[src/rtl/uart_pkt_decoder_pkg.sv]
// Shared types and width helpers for the UART packet decoder.
package uart_pkt_decoder_pkg;

    typedef enum logic [2:0] {
        ST_IDLE    = 3'd0,
        ST_CMD     = 3'd1,
        ST_LEN     = 3'd2,
        ST_PAYLOAD = 3'd3,
        ST_CHK     = 3'd4,
        ST_HOLD    = 3'd5
    } state_t;

    localparam logic [7:0] SYNC_DEFAULT = 8'hA5;

    function automatic int len_width(input int max_payload);
        return $clog2(max_payload + 1);
    endfunction

    function automatic int addr_width(input int max_payload);
        return (max_payload > 1) ? $clog2(max_payload) : 1;
    endfunction

endpackage

[src/rtl/uart_pkt_decoder_buffer.sv]
// Payload store: one synchronous write port, one asynchronous read port, no reset.
module uart_pkt_decoder_buffer #(
    parameter int DEPTH = 16,
    parameter int AW    = 4
) (
    input  logic          clock,
    input  logic          wr_en,
    input  logic [AW-1:0] wr_addr,
    input  logic [7:0]    wr_data,
    input  logic [AW-1:0] rd_addr,
    output logic [7:0]    rd_data
);

    logic [7:0] mem [DEPTH];

    always_ff @(posedge clock) begin
        if (wr_en) begin
            mem[wr_addr] <= wr_data;
        end
    end

    // Addresses past the depth read as zero rather than indexing outside the array.
    assign rd_data = (int'(rd_addr) < DEPTH) ? mem[rd_addr] : 8'h00;

endmodule

[src/rtl/uart_pkt_decoder.sv]
// Framed command packet decoder fed by a UART receiver byte stream.
// state   | meaning
// IDLE    | hunting for the sync byte
// CMD     | expecting the command byte
// LEN     | expecting the payload length
// PAYLOAD | collecting payload bytes into the buffer
// CHK     | expecting the XOR checksum
// HOLD    | verified packet presented until acknowledged
module uart_pkt_decoder
    import uart_pkt_decoder_pkg::*;
#(
    parameter int         MAX_PAYLOAD    = 16,
    parameter logic [7:0] SYNC_BYTE      = SYNC_DEFAULT,
    parameter int         TIMEOUT_CLOCKS = 1024,
    localparam int        LW             = len_width(MAX_PAYLOAD),
    localparam int        AW             = addr_width(MAX_PAYLOAD)
) (
    input  logic          clock,
    input  logic          reset_n,
    input  logic [7:0]    byte_i,
    input  logic          byte_valid_i,
    output logic          pkt_valid_o,
    output logic [7:0]    pkt_cmd_o,
    output logic [LW-1:0] pkt_len_o,
    input  logic [AW-1:0] rd_addr_i,
    output logic [7:0]    rd_data_o,
    input  logic          pkt_ack_i,
    output logic          err_checksum_o,
    output logic          err_length_o,
    output logic          err_timeout_o,
    output logic          err_overrun_o
);

    localparam int            TW       = (TIMEOUT_CLOCKS > 1) ? $clog2(TIMEOUT_CLOCKS) : 1;
    localparam logic [TW-1:0] TMR_LOAD = TW'((TIMEOUT_CLOCKS > 0) ? TIMEOUT_CLOCKS - 1 : 0);

    state_t          state_q, state_d;
    logic [7:0]      cmd_q, xor_q;
    logic [LW-1:0]   len_q, idx_q;
    logic [TW-1:0]   tmr_q;
    logic            err_chk_d, err_len_d, err_tmo_d, err_ovr_d;
    logic            in_frame, tmr_expired, len_too_long, last_payload;
    logic            buf_we;
    logic [7:0]      buf_rd;

    assign in_frame     = (state_q == ST_CMD) || (state_q == ST_LEN) ||
                          (state_q == ST_PAYLOAD) || (state_q == ST_CHK);
    // A byte landing on the expiry cycle takes priority over the timeout.
    assign tmr_expired  = (TIMEOUT_CLOCKS != 0) && in_frame && !byte_valid_i && (tmr_q == '0);
    assign len_too_long = int'(byte_i) > MAX_PAYLOAD;
    assign last_payload = (idx_q + LW'(1)) == len_q;

    always_ff @(posedge clock or negedge reset_n) begin
        if (!reset_n) begin
            state_q        <= ST_IDLE;
            err_checksum_o <= 1'b0;
            err_length_o   <= 1'b0;
            err_timeout_o  <= 1'b0;
            err_overrun_o  <= 1'b0;
        end else begin
            state_q        <= state_d;
            err_checksum_o <= err_chk_d;
            err_length_o   <= err_len_d;
            err_timeout_o  <= err_tmo_d;
            err_overrun_o  <= err_ovr_d;
        end
    end

    always_comb begin
        state_d   = state_q;
        err_chk_d = 1'b0;
        err_len_d = 1'b0;
        err_tmo_d = 1'b0;
        err_ovr_d = 1'b0;
        if (tmr_expired) begin
            state_d   = ST_IDLE;
            err_tmo_d = 1'b1;
        end else begin
            case (state_q)
                ST_IDLE: begin
                    if (byte_valid_i && (byte_i == SYNC_BYTE)) state_d = ST_CMD;
                end
                ST_CMD: begin
                    if (byte_valid_i) state_d = ST_LEN;
                end
                ST_LEN: begin
                    if (byte_valid_i) begin
                        if (len_too_long) begin
                            state_d   = ST_IDLE;
                            err_len_d = 1'b1;
                        end else if (byte_i == 8'h00) begin
                            state_d = ST_CHK;
                        end else begin
                            state_d = ST_PAYLOAD;
                        end
                    end
                end
                ST_PAYLOAD: begin
                    if (byte_valid_i && last_payload) state_d = ST_CHK;
                end
                ST_CHK: begin
                    if (byte_valid_i) begin
                        if (byte_i == xor_q) begin
                            state_d = ST_HOLD;
                        end else begin
                            state_d   = ST_IDLE;
                            err_chk_d = 1'b1;
                        end
                    end
                end
                ST_HOLD: begin
                    err_ovr_d = byte_valid_i;
                    if (pkt_ack_i) state_d = ST_IDLE;
                end
                default: state_d = ST_IDLE;
            endcase
        end
    end

    always_comb begin
        pkt_valid_o = (state_q == ST_HOLD);
        buf_we      = byte_valid_i && (state_q == ST_PAYLOAD);
        pkt_cmd_o   = cmd_q;
        pkt_len_o   = len_q;
        rd_data_o   = pkt_valid_o ? buf_rd : 8'h00;
    end

    always_ff @(posedge clock or negedge reset_n) begin
        if (!reset_n) begin
            cmd_q <= 8'h00;
            xor_q <= 8'h00;
            len_q <= '0;
            idx_q <= '0;
            tmr_q <= '0;
        end else begin
            if (byte_valid_i) begin
                tmr_q <= TMR_LOAD;
            end else if (in_frame && (tmr_q != '0)) begin
                tmr_q <= tmr_q - TW'(1);
            end
            if (byte_valid_i) begin
                case (state_q)
                    ST_CMD: begin
                        cmd_q <= byte_i;
                        xor_q <= byte_i;
                    end
                    ST_LEN: begin
                        if (!len_too_long) begin
                            len_q <= LW'(byte_i);
                            xor_q <= xor_q ^ byte_i;
                            idx_q <= '0;
                        end
                    end
                    ST_PAYLOAD: begin
                        xor_q <= xor_q ^ byte_i;
                        idx_q <= idx_q + LW'(1);
                    end
                    default: ;
                endcase
            end
        end
    end

    uart_pkt_decoder_buffer #(
        .DEPTH (MAX_PAYLOAD),
        .AW    (AW)
    ) u_buffer (
        .clock   (clock),
        .wr_en   (buf_we),
        .wr_addr (idx_q[AW-1:0]),
        .wr_data (byte_i),
        .rd_addr (rd_addr_i),
        .rd_data (buf_rd)
    );

endmodule

[config.mk]
export PLATFORM = sky130hd
export DESIGN_NAME = uart_pkt_decoder
export DESIGN_NICKNAME = d
export VERILOG_FILES = /design/src/rtl/uart_pkt_decoder_pkg.sv /design/src/rtl/uart_pkt_decoder_buffer.sv /design/src/rtl/uart_pkt_decoder.sv
export SDC_FILE = /design/constraint.sdc
export NUM_CORES = 1
export LEC_CHECK = 0
export ABC_AREA = 1
export BUFFER_PORTS_ARGS = -buffer_cell sky130_fd_sc_hd__buf_4
export CAP_MARGIN = 30
export CORE_MARGIN = 10
export CORE_UTILIZATION = 60
export DETAILED_ROUTE_END_ITERATION = 8
export PLACE_DENSITY = 0.88
export SLEW_MARGIN = 30
export SYNTH_ARGS = -nofsm -noshare
export SYNTH_HDL_FRONTEND = slang
export SYNTH_SLANG_ARGS = --single-unit
export TNS_END_PERCENT = 5
[constraint.sdc]
create_clock -name clock -period 2.5 [get_ports clock]
set_clock_uncertainty 0.2 [all_clocks]
set_input_delay 0.375 -clock clock [delete_from_list [all_inputs] [get_ports clock]]
set_output_delay 0.375 -clock clock [all_outputs]
set_load 0.005 [all_outputs]
-- After elaboration in Yosys (flattened, before gate mapping)
Memory sizes are Yosys's and may differ from the RTL's.
Index checks and enable logic that the tools add are counted.
- flip-flop bits (word level): 43
- latch bits: 0
- RAM bits: 128
- memory bits (read-only): 0
- input port bits: 16
- output and inout bits: 26
- word-level logic and storage cells: 84
- memories: 1
- memory list (name ; depth ; width ; read ports ; clocked after memory_dff ; write ports ; RTL line ; source):
    u_buffer.mem ; 16 ; 8 ; 1 ; 0 ; 1 ; uart_pkt_decoder_buffer.sv:14 ; logic [7:0] mem [DEPTH];
- $add $sub $neg: 2
- $mul: 0
- divide/modulo/power cells: 0
- magnitude comparators: 1
- equal/unequal tests: 15
- shift operators: 0
- mux-type cells: 31
- bitwise gates (word level): 2
- reductions and logical operators: 22
- operators by type and width (operator ; number):
    3-bit two-way mux ; 10
    8-bit case mux with 3 select lines ; 1
    10-bit two-way mux ; 2
    3-bit case mux with 6 select lines ; 1
    8-bit two-way mux ; 2
    1-bit two-way mux ; 13
    3-bit inequality test, second input constant ; 4
    10-bit zero test ; 1
    5-bit case mux with 2 select lines ; 1
    10-bit nonzero test ; 1
    10-bit by 1-bit subtractor with 10-bit output, second input constant ; 1
    3-bit AND reduction ; 3
    8-bit == test ; 1
    8-bit == test, second input constant ; 1
    8-bit by 5-bit greater-than comparator with 1-bit output, second input constant ; 1
    8-bit zero test ; 1
    8-bit XOR ; 1
    3-bit by 2-bit == test with 1-bit output, second input constant ; 2
    3-bit == test, second input constant ; 2
    1-bit logical AND ; 6
    6-bit AND reduction ; 1
    5-bit by 1-bit adder with 5-bit output, second input constant ; 1
    5-bit == test ; 1
    5-bit two-way mux ; 1
    other kinds (11) ; 14

-- Depth between registers and ports, before layout
Gate-level depths: netlist of the first run.
- word-level depth: 8
- depth in mapped cells: 12
- mapped depth without buffers: 12

-- Cells and area by module
A second synthesis of the first run with hierarchy kept.
- cell total of the unflattened synthesis: 875
- area total of the unflattened synthesis: 8196.6 um2
- by module, submodules not included (module ; times used ; cells an instance ; area each (um2)):
    uart_pkt_decoder_buffer ; 1 ; 543 ; 5606.6
    uart_pkt_decoder ; 1 ; 332 ; 2590.0

-- Worst setup path before layout of the first run
OpenSTA, ideal clock, no wires.
- path kind: reg2reg
- start point: register state_q[2]
- end point: memory u_buffer.mem[11][0], enable pin
- library setup time: 0.383 ns
- arrival time: 1.653 ns
- required time: 1.917 ns
- path slack: 0.263 ns
- cell stages (with the launch flop): 8
- buffers on the path: 0
- period minus slack after synthesis: 2.237 ns
- cell sequence: dfrtp_1 inv_2 nand2_4 nor2_1 inv_1 nor2_4 inv_1 nor3_1
- word-level cells in the longest chain between the ends: 4
- ends and longest elaborated chain (element ; RTL line ; source):
    from (decl) ; uart_pkt_decoder.sv:37 ; state_t state_q, state_d;
    from (signal assigned) ; uart_pkt_decoder.sv:61 ; state_q <= state_d;
    3-bit by 2-bit == test with 1-bit output ; uart_pkt_decoder.sv:122 ; buf_we = byte_valid_i && (state_q == ST_PAYLOAD);
    1-bit logical AND ; uart_pkt_decoder.sv:122 ;
    1-bit two-way mux ; uart_pkt_decoder_buffer.sv:17 ; if (wr_en) begin
    1-bit two-way mux (not written as such) ; uart_pkt_decoder_buffer.sv:18 ; mem[wr_addr] <= wr_data;
    to (decl) ; uart_pkt_decoder_buffer.sv:14 ;
No other way between the ends.

-- Worst setup path in the final report of the first run
- start point: input port rd_addr_i[0]
- end point: output port rd_data_o[6]
- word-level cells in the longest chain between the ends: 2
- ends and longest elaborated chain (element ; RTL line ; source):
    from (decl) ; uart_pkt_decoder.sv:25 ; input logic [AW-1:0] rd_addr_i,
    memory read 16 x 8 bit ; n/a ;
    8-bit two-way mux ; uart_pkt_decoder.sv:125 ; rd_data_o = pkt_valid_o ? buf_rd : 8'h00;
    to (decl) ; uart_pkt_decoder.sv:26 ; output logic [7:0] rd_data_o,
No other way between the ends.

==> results of run 1 <==
==> registers in the layout, summed over array words and instances (netlist names) <==
register and count:
err_checksum_o 1, err_length_o 1, err_overrun_o 1, err_timeout_o 1, idx_q 5, pkt_cmd_o 8
pkt_len_o 5, state_q 3, tmr_q 10, u_buffer.mem 128, xor_q 8
==> per-layer routing <==
layer,share of wire (%),wire (um),track usage (%)
met1,38,7333,27.57
met3,9.5,1815,7.002
met4,2.8,532,7.396
met2,49,9454,35.98
met5,0,0,0
==> cell type report <==
class | count | area [sq um]
well taps | 172 | 215.2
clock buffers | 17 | 425.4
inverters | 49 | 183.9
flip-flops and latches | 171 | 4920
repair buffers | 67 | 555.5
clock inverters | 15 | 165.2
multi-input cells | 442 | 2365
fillers | 851 | 3687
==> cells in the mapped netlist <==
master,n
a211oi_1,1
a21oi_1,19
buf_12,1
buf_2,13
buf_4,1
clkbuf_1,13
clkbuf_2,2
clkinv_1,1
dfrtp_1,43
edfxtp_1,128
ha_1,6
inv_1,44
inv_2,4
mux2i_1,1
nand2_1,66
nand2_2,8
nand2_4,6
nand3_1,20
nand3_2,2
nand3b_1,2
nand4_1,12
nor2_1,122
nor2_2,5
nor2_4,5
nor2_8,1
nor3_1,4
o211ai_1,30
o211ai_2,2
o21a_1,6
o21ai_0,78
o21ai_1,12
o21ai_2,2
o221ai_1,8
o22ai_1,15
xnor2_1,6
xor2_1,3
==> cell families (layout without fill, tap and decap cells) <==
logic type,count (synthesis),in the layout
compound gates,173,173
xor+xnor,9,9
fa+ha+maj,6,6
buf+inv,79,148
flops,171,171
mux,1,1
simple gates,253,253
==> per-stage QoR <==
step                      cells  setup WS, ns  hold slack [ns]
after global placement      900        0.2452           0.1878
after global routing        933      0.006940          0.06836
after CTS                   933        0.1144          0.02614
after detailed placement    900        0.2148           0.1936
after floorplan             692        0.2634          -0.1206
final                       933        0.1028          0.04546
==> tightest hold or removal path: stages <==
cell and delay [ns]:
buf_4 0.08, o21ai_0 0.08, inv_1 0.06, nand2_1 0.04
==> placed cells by master (no fill, tap or decap), types with 19 or more instances in the layout <==
cell,instances
buf_4,62
dfrtp_1,43
inv_1,44
o211ai_1,30
nand3_1,20
a21oi_1,19
edfxtp_1,128
o21ai_0,78
nand2_1,65
nor2_1,121
==> repair_timing <==
item                                   in CTS  in global routing
resized for setup                           1                  2
endpoints found under the hold margin      43                  0
hold buffers                                1                  0
setup endpoints to repair                   2                  2
==> final timing paths <==
kind	start	end	slack [ns]
setup / recovery	rd_addr_i[0]	rd_data_o[6]	0.10
hold / removal	pkt_ack_i	state_q[2]	0.05
setup reg to reg	state_q[2]	u_buffer.mem[3][7]	0.24
hold reg to reg	pkt_cmd_o[6]	pkt_cmd_o[6]	0.29
max in group asynchronous	reset_n	tmr_q[6]	1.46
min in group asynchronous	reset_n	tmr_q[2]	0.26
==> report_power, final <==
part           internal [uW]  leakage (uW)  switching (uW)  total (uW)
Combinational            663       0.00140            1110        1770
Clock                   1490      0.000276            1120        2610
Sequential              3330       0.00167             251        3590
Total                   5490       0.00334            2490        7970
==> results.md, run 1 <==
* CTS root buf: clkbuf_16
* Critical Path, Cell by Cell: buf_4 > inv_2 > buf_12 > o21ai_0 > o221ai_1 > nand3_1 > a21oi_1 > buf_4
* ANT nets after route at 0
* WL per Instance at 20.51 um
* Grt ovf at 0
* CTS Buffer Depth at 2
* Largest cells by area after synthesis: edfxtp_1, dfrtp_1, nor2_1, o21ai_0, nand2_1
* GPL Wtd Cong at 0.8873
* Share of cells above drive strength 1 at 17.74%
* Die area at 17,590 sq um
* Fin area at 8830 sq um
* Fin util at 70.54%
* RSZ-0062 raised after global routing: no
* H-tree levels at 4
* Post-synth net total at 714
* Fraction of the mapped netlist area in adder cells at 0.9865%
* Crit path max fanout at 25
* Synth Warn # at 0
* First-pass DRT Iterations at 5
* Static leakage at 0.003345 uW
* Placed Instance Area at 8219 sq um
* CTS clock-pin slew for the worst setup and hold paths at 0.07 ns
* CP peak stage delay at 0.25 ns
* Via count at 5,772
* Area Overhead vs Synth at 16.03%
* Required time worst endpoint at 1.92 ns
* Mapped cell area at 7610 sq um
* Drc violations at 0
* Fraction of synthesized area in multiplexers at 0.1315%
* Yosys cell types at 36
* Sequential-to-total area share from yosys stat at 64.65%
* Initial antenna violation count at 0
* Setup CP Type: in -> out
* CP most frequent cell: buf_4
* CP Depth at 8
* Total I/O pin count at 42
* CP max stage cell: inv_2
* # diodes at 0
* Post-Synth XOR/XNOR Area at 1.036%
* Tot GR Track Use at 22.17%
* Period utilization at 95.89%
* Post-synth top area cell: edfxtp_1
* Outcome: completed
* CP Buf/Inv Count at 4
* Yosys top cell area share at 50.51%
* Max Freq at 417.1 MHz
* Post-route total power at 7975 uW
* Largest family of logic cells by synthesized area: simple AND/OR/NAND/NOR gates
* First-pass GRT wire length at 30,880 um
* Postcts setup bufs at 0
* 1st-iter DRT viols at 897
* Inserted Clock Buffers at 17
* Via-to-Cell Ratio at 6.186
* Die W at 132.6 um
* Hold Path Stages at 4
* Port buffer count at 41
* # rows at 41
* Total of max-cap violations at 0
* CTS sink cnt at 171
* Arr. time, crit path at 1.82 ns
* Slew Limit Headroom at 64.26%
* Vias in the first global route at 5,660
* Setup Viol. Count Final at 0
* Crit-path leading delay family: buffers and inverters
* Die height at 132.6 um
* Post-Syn Area per Cell at 11.00 sq um
* Measured slew at the worst slew-check pin at 0.5362 ns
* Largest net degree at the start of global routing at 44
* Cells after synthesis at 692
* Post-DP HPWL at 12,310 um
* # nets final at 770
* Critical Path End Type: output pin
* Max VDD drop at 731.6 uV
* Startpoint Class: input port
* Hold Crit Class: in -> reg
* Effective utilization at floorplan at 60.80%
* Synth Register Bits at 171
* Pwr/cell area at 903.2 nW/um^2
* Worst reg2reg path depth at 8
* Final-report hold violation count at 0
* Post-Route Setup TNS at 0 ns
* CTS tree: done
* Total core area at 12,520 sq um
* Clk_lat worst skew at 0.43 ns
* Post-synthesis compound-gate area fraction at 13.53%
* Max Slew Vio Count at 0
* Final wirelength at 19,140 um
* Minimum clock period at 2.397 ns
* Synth Area in Simple Gates at 15.26%
No activity file was read; power rests on OpenSTA's default activity.
==> run 2: changes to the inputs <==
--- a/config.mk
+++ b/config.mk
@@ -12,7 +12,8 @@
 export CORE_UTILIZATION = 60
 export DETAILED_ROUTE_END_ITERATION = 8
 export PLACE_DENSITY = 0.88
-export SLEW_MARGIN = 30
+export REMOVE_ABC_BUFFERS = 1
+export SLEW_MARGIN = 20
 export SYNTH_ARGS = -nofsm -noshare
 export SYNTH_HDL_FRONTEND = slang
 export SYNTH_SLANG_ARGS = --single-unit
==> run 2 against run 1 <==
Effect of this change: non-clock buffer count down 2; clock power up 3%; total power up 0.83%; sequential power about the same; via count down 1.3%; routed wire length down 4.4%; design area down 0.33%; worst setup slack worse by 0.072 ns; first-iteration DRC count down 11%.
==> results.md, run 2 (synthesis results as in run 1) <==
* CTS sink cnt at 171
* Via-to-Cell Ratio at 6.117
* Total core area at 12,520 sq um
* Die height at 132.6 um
* Area Overhead vs Synth at 15.65%
* Commonest non-fill, non-tap cell in the layout: edfxtp_1
* Share of cells above drive strength 1 at 16.73%
* Total I/O pin count at 42
* Clk pwr share at 33.6%
* H-tree levels at 4
* First-pass DRT Iterations at 5
* Register bank with the most flops: u_buffer.mem
* GPL Wtd Cong at 0.8888
* Die area at 17,590 sq um
* Die W at 132.6 um
* Post-DP HPWL at 11,730 um
* CTS clock-pin slew for the worst setup and hold paths at 0.06 ns
* Port buffer count at 41
* Net switching power at 2392 uW
* Register share of total power at 44.6%
* Fill cell count at 867
* Internal power at 5649 uW
* Max Slew Vio Count at 0
* RSZ-0062 raised after global routing: no
* CTS tree: done
* ANT nets after route at 0
* Commonest non-fill, non-tap cells in the layout: edfxtp_1, nor2_1, o21ai_0
* Post-Route Setup TNS at 0 ns
* WL per Instance at 19.65 um
* Slew Limit Headroom at 63.37%
* Arr. time, crit path at 1.89 ns
* Max VDD drop at 771.9 uV
* Top flop regs: u_buffer.mem: 128 flops, tmr_q: 10 flops
* Postcts setup bufs at 0
* Largest net degree at the start of global routing at 65
* Final wirelength at 18,290 um
* Vias in the first global route at 5,684
* Startpoint Class: register
* Initial antenna violation count at 0
* Required time worst endpoint at 1.92 ns
* Drc violations at 0
* Effective utilization at floorplan at 60.80%
* Critical Path End Type: output pin
* Crit path max fanout at 12
* Grt ovf at 0
* Setup Viol. Count Final at 0
* Hold Crit Class: in -> reg
* Max reg flops at 128
* Minimum clock period at 2.469 ns
* Tot GR Track Use at 21.16%
* Measured slew at the worst slew-check pin at 0.5495 ns
* CTS root buf: clkbuf_16
* Static leakage at 0.003330 uW
* Via count at 5,695
* Post-route total power at 8041 uW
* Inserted Clock Buffers at 17
* Switching share of total power at 29.75%
* 1st-iter DRT viols at 802
* # nets final at 768
* Dpl ws at 0.1850 ns
* CTS Buffer Depth at 2
* Max Freq at 405.0 MHz
* Clk_lat worst skew at 0.43 ns
* Setup CP Type: reg -> out
* Final WS setup at 0.03103 ns
* Period utilization at 98.76%
* Total of max-cap violations at 0
* Final-report hold violation count at 0
* Combinational share of power at 21.8%
* Outcome: completed
* First-pass GRT wire length at 29,640 um
* # rows at 41
* # diodes at 0
* Pwr/cell area at 913.7 nW/um^2
-- run 2: metal layers --
layer	global-route usage, %	routed length [um]	up-vias
li1	-	-	2557
met1	25.89	6866	2734
met2	34.32	9123	349
met3	5.829	1779	55
met4	9.535	521	0
met5	0	0	-
-- run 2: worst max-delay path, stage by stage, from the launching register on --
cell and delay [ns]:
dfrtp_1 0.48, inv_1 0.12, nor2_1 0.19, nand2_2 0.23
a21oi_1 0.29, buf_4 0.16
-- run 2: power by group through the flow --
stage                     logic, uW  registers [uW]  clock network, uW
after global placement         1630            3610                  0
final                          1750            3580               2700
after floorplan                1160            3580                  0
after detailed placement       1730            3630                  0
after global routing           1960            3610               2840
after CTS                      1750            3570               2730
-- run 2: what timing repair did --
action,CTS,global route
endpoints found under the hold margin,43,0
hold buffers,1,0
cloned,0,0
resized for setup,1,2
setup endpoints to repair,1,1
-- run 2: path summary, 6_finish.rpt --
check | cells past startpoint | slack, ns | startpoint | to
worst max-delay path | 5 | 0.03 | state_q[0] | rd_data_o[2]
worst min-delay path | 4 | 0.04 | pkt_ack_i | state_q[2]
worst min register to register | 2 | 0.30 | pkt_cmd_o[6] | pkt_cmd_o[6]
worst max register to register | 8 | 0.18 | state_q[2] | u_buffer.mem[7][4]
max in group asynchronous | 2 | 1.44 | reset_n | idx_q[4]
min in group asynchronous | 2 | 0.28 | reset_n | tmr_q[2]
-- run 2: layout make-up --
cell class,count,area [sq um],share of cell area [%]
clock buffers,19,432.9,4.919
clock inverters,13,173.9,1.976
inverters,49,186.4,2.118
multi-input cells,442,2357,26.78
flip-flops and latches,171,4920,55.90
well taps,172,215.2,2.445
repair buffers,65,515.5,5.857
-- run 2: through the flow --
stage	util, %	instance area (sq um)	hold slack [ns]	cells
after detailed placement	65.34	8179	0.1947	898
final	70.31	8801	0.04223	931
after CTS	70.29	8798	0.03054	931
after global routing	70.31	8801	0.04355	931
after global placement	65.34	8179	0.1835	898
after floorplan	-	7458	-0.1206	662
==> run 3: changes to the inputs <==
--- a/config.mk
+++ b/config.mk
@@ -9,9 +9,9 @@
 export BUFFER_PORTS_ARGS = -buffer_cell sky130_fd_sc_hd__buf_4
 export CAP_MARGIN = 30
 export CORE_MARGIN = 10
-export CORE_UTILIZATION = 60
+export CORE_UTILIZATION = 55
 export DETAILED_ROUTE_END_ITERATION = 8
-export PLACE_DENSITY = 0.88
+export PLACE_DENSITY = 0.85
 export REMOVE_ABC_BUFFERS = 1
 export SLEW_MARGIN = 20
 export SYNTH_ARGS = -nofsm -noshare
==> constraint.sdc (replaced) <==
create_clock -name clock -period 2 [get_ports clock]
set_clock_uncertainty 0.2 [all_clocks]
set_input_delay 0.3 -clock clock [delete_from_list [all_inputs] [get_ports clock]]
set_output_delay 0.3 -clock clock [all_outputs]
set_load 0.005 [all_outputs]
==> run 3 against run 2 <==
Effect of this change: the flow now finishes with violations (setup timing); combinational power is 44% higher; routed wire length grew 8.2%; final cell count grew 4.1%; sequential share of layout area is 2.8 points lower; sequential power rose by 25%; critical path type unchanged.
==> results.md, run 3 (synthesis results as in run 1) <==
* Outcome: finished, violations left
* Failing checks: setup timing
* Max reg flops at 128
* Final wirelength at 19,790 um
* # diodes at 0
* Clk_lat worst skew at 0.44 ns
* Max Freq at 462.9 MHz
* Met3 Usage GRT at 5.572%
* Total core area at 13,400 sq um
* CTS clock-pin slew for the worst setup and hold paths at 0.06 ns
* Largest net degree at the start of global routing at 44
* WL per Instance at 20.42 um
* Register bank with the most flops: u_buffer.mem
* Commonest non-fill, non-tap cells in the layout: edfxtp_1, nor2_1, buf_4
* Slew Limit Headroom at 62.77%
* CTS Buffer Depth at 2
* Max Slew Vio Count at 0
* Vias in the first global route at 5,880
* Port buffer count at 41
* Footprint of the multi-input gates at 2469 sq um
* RSZ-0062 raised after global routing: yes
* First-pass GRT wire length at 30,660 um
* Setup CP Type: reg -> out
* Tot GR Track Use at 21.04%
* Crit path max fanout at 1
* Total of max-cap violations at 0
* Met1 Usage GRT at 26.12%
* GPL Wtd Cong at 0.8654
* Area Overhead vs Synth at 21.79%
* Final-report hold violation count at 0
* Measured slew at the worst slew-check pin at 0.5585 ns
* Commonest non-fill, non-tap cell in the layout: edfxtp_1
* M2 GR Usage at 34.11%
* 1st-iter DRT viols at 804
* First-pass DRT Iterations at 6
* CTS tree: done
* Share of cells above drive strength 1 at 23.71%
* Hold Crit Class: in -> reg
* Drc violations at 0
* Sequential Area at 4923 sq um
* Via count at 5,927
* Setup Viol. Count Final at 9
* Die W at 137.6 um
* Via-to-Cell Ratio at 6.117
* Post-DP HPWL at 12,640 um
* Effective utilization at floorplan at 56.79%
* CTS sink cnt at 171
* Top flop regs: u_buffer.mem: 128 flops, tmr_q: 10 flops
* Fill cell count at 872
* Max VDD drop at 828.8 uV
* Required time worst endpoint at 1.50 ns
* # nets final at 802
* Fin util at 69.16%
* Critical Path End Type: output pin
* CTS root buf: clkbuf_16
* Most used routing layer: met2
* Arr. time, crit path at 1.66 ns
* Inserted Clock Buffers at 17
* H-tree levels at 4
* Initial antenna violation count at 0
* Final WS setup at -0.1603 ns
* # rows at 42
* Minimum clock period at 2.160 ns
* Grt ovf at 0
* Startpoint Class: register
* Period utilization at 108.0%
* Die height at 137.6 um
* Total I/O pin count at 42
* Static leakage at 0.003525 uW
* ANT nets after route at 0
* Die area at 18,940 sq um
* Pwr/cell area at 1096 nW/um^2
* Post-Route Setup TNS at -0.8985 ns
[run 3: power by group]
part / leakage, uW / total, uW / switching (uW) / internal, uW
Sequential: 0.00166 / 4460 / 290 / 4170
Combinational: 0.00160 / 2520 / 1530 / 992
Clock: 0.000259 / 3170 / 1350 / 1830
[run 3: timing repair]
action                                 in CTS  in global routing
cloned                                      0                  2
endpoints found under the hold margin      57                  0
pin swaps                                   5                 20
hold buffers                                4                  0
setup endpoints to repair                  16                137
resized for setup                          13                 52
setup buffers                               1                  4
[run 3: cell type report]
| type | instances | share of cell area (%) |
|---|---|---|
| Sequential cell | 171 | 53.13 |
| Multi-Input combinational cell | 442 | 26.64 |
| Timing Repair Buffer | 99 | 9.775 |
| Clock buffer | 20 | 4.712 |
| Tap cell | 176 | 2.376 |
| Inverter | 49 | 2.039 |
| Clock inverter | 12 | 1.337 |
[run 3: path summary, 6_finish.rpt]
path                                    start                 end  slack, ns  depth (start not counted)
max in group asynchronous             reset_n          state_q[1]       0.99                          2
hold / removal                      byte_i[5]        pkt_cmd_o[5]       0.02                          3
setup / recovery           u_buffer.mem[5][6]        rd_data_o[6]      -0.16                          5
setup reg to reg                   state_q[1]  u_buffer.mem[7][7]       0.01                          8
hold reg to reg                  pkt_cmd_o[4]        pkt_cmd_o[4]       0.30                          2
min in group asynchronous             reset_n        pkt_cmd_o[3]       0.20                          2
[run 3: through the flow]
step	total power, uW	worst slack, ns	instance area [sq um]	hold WS (ns)	std cells
finish	10160	-0.1603	9268	0.02460	969
global route	10620	-0.2327	9268	0.02999	969
CTS	9970	-0.1442	9049	0.01872	963
detailed placement	6811	-0.1483	8414	0.1272	926
global placement	6651	-0.1827	8414	0.1160	926
floorplan	5928	-0.2866	7458	-0.1956	662
[run 3: worst max-delay path, cell delays in order, from the launching register on]
cell and delay, ns:
edfxtp_1 0.37, o21ai_1 0.27, o221ai_1 0.21, nand3_1 0.16, a21oi_2 0.08, buf_4 0.15
[run 3: routing by layer]
layer / wire length, um / vias to the layer above
met5: 0 / -
met4: 514 / 0
met3: 2058 / 50
met2: 9841 / 411
met1: 7370 / 2834
li1: - / 2632
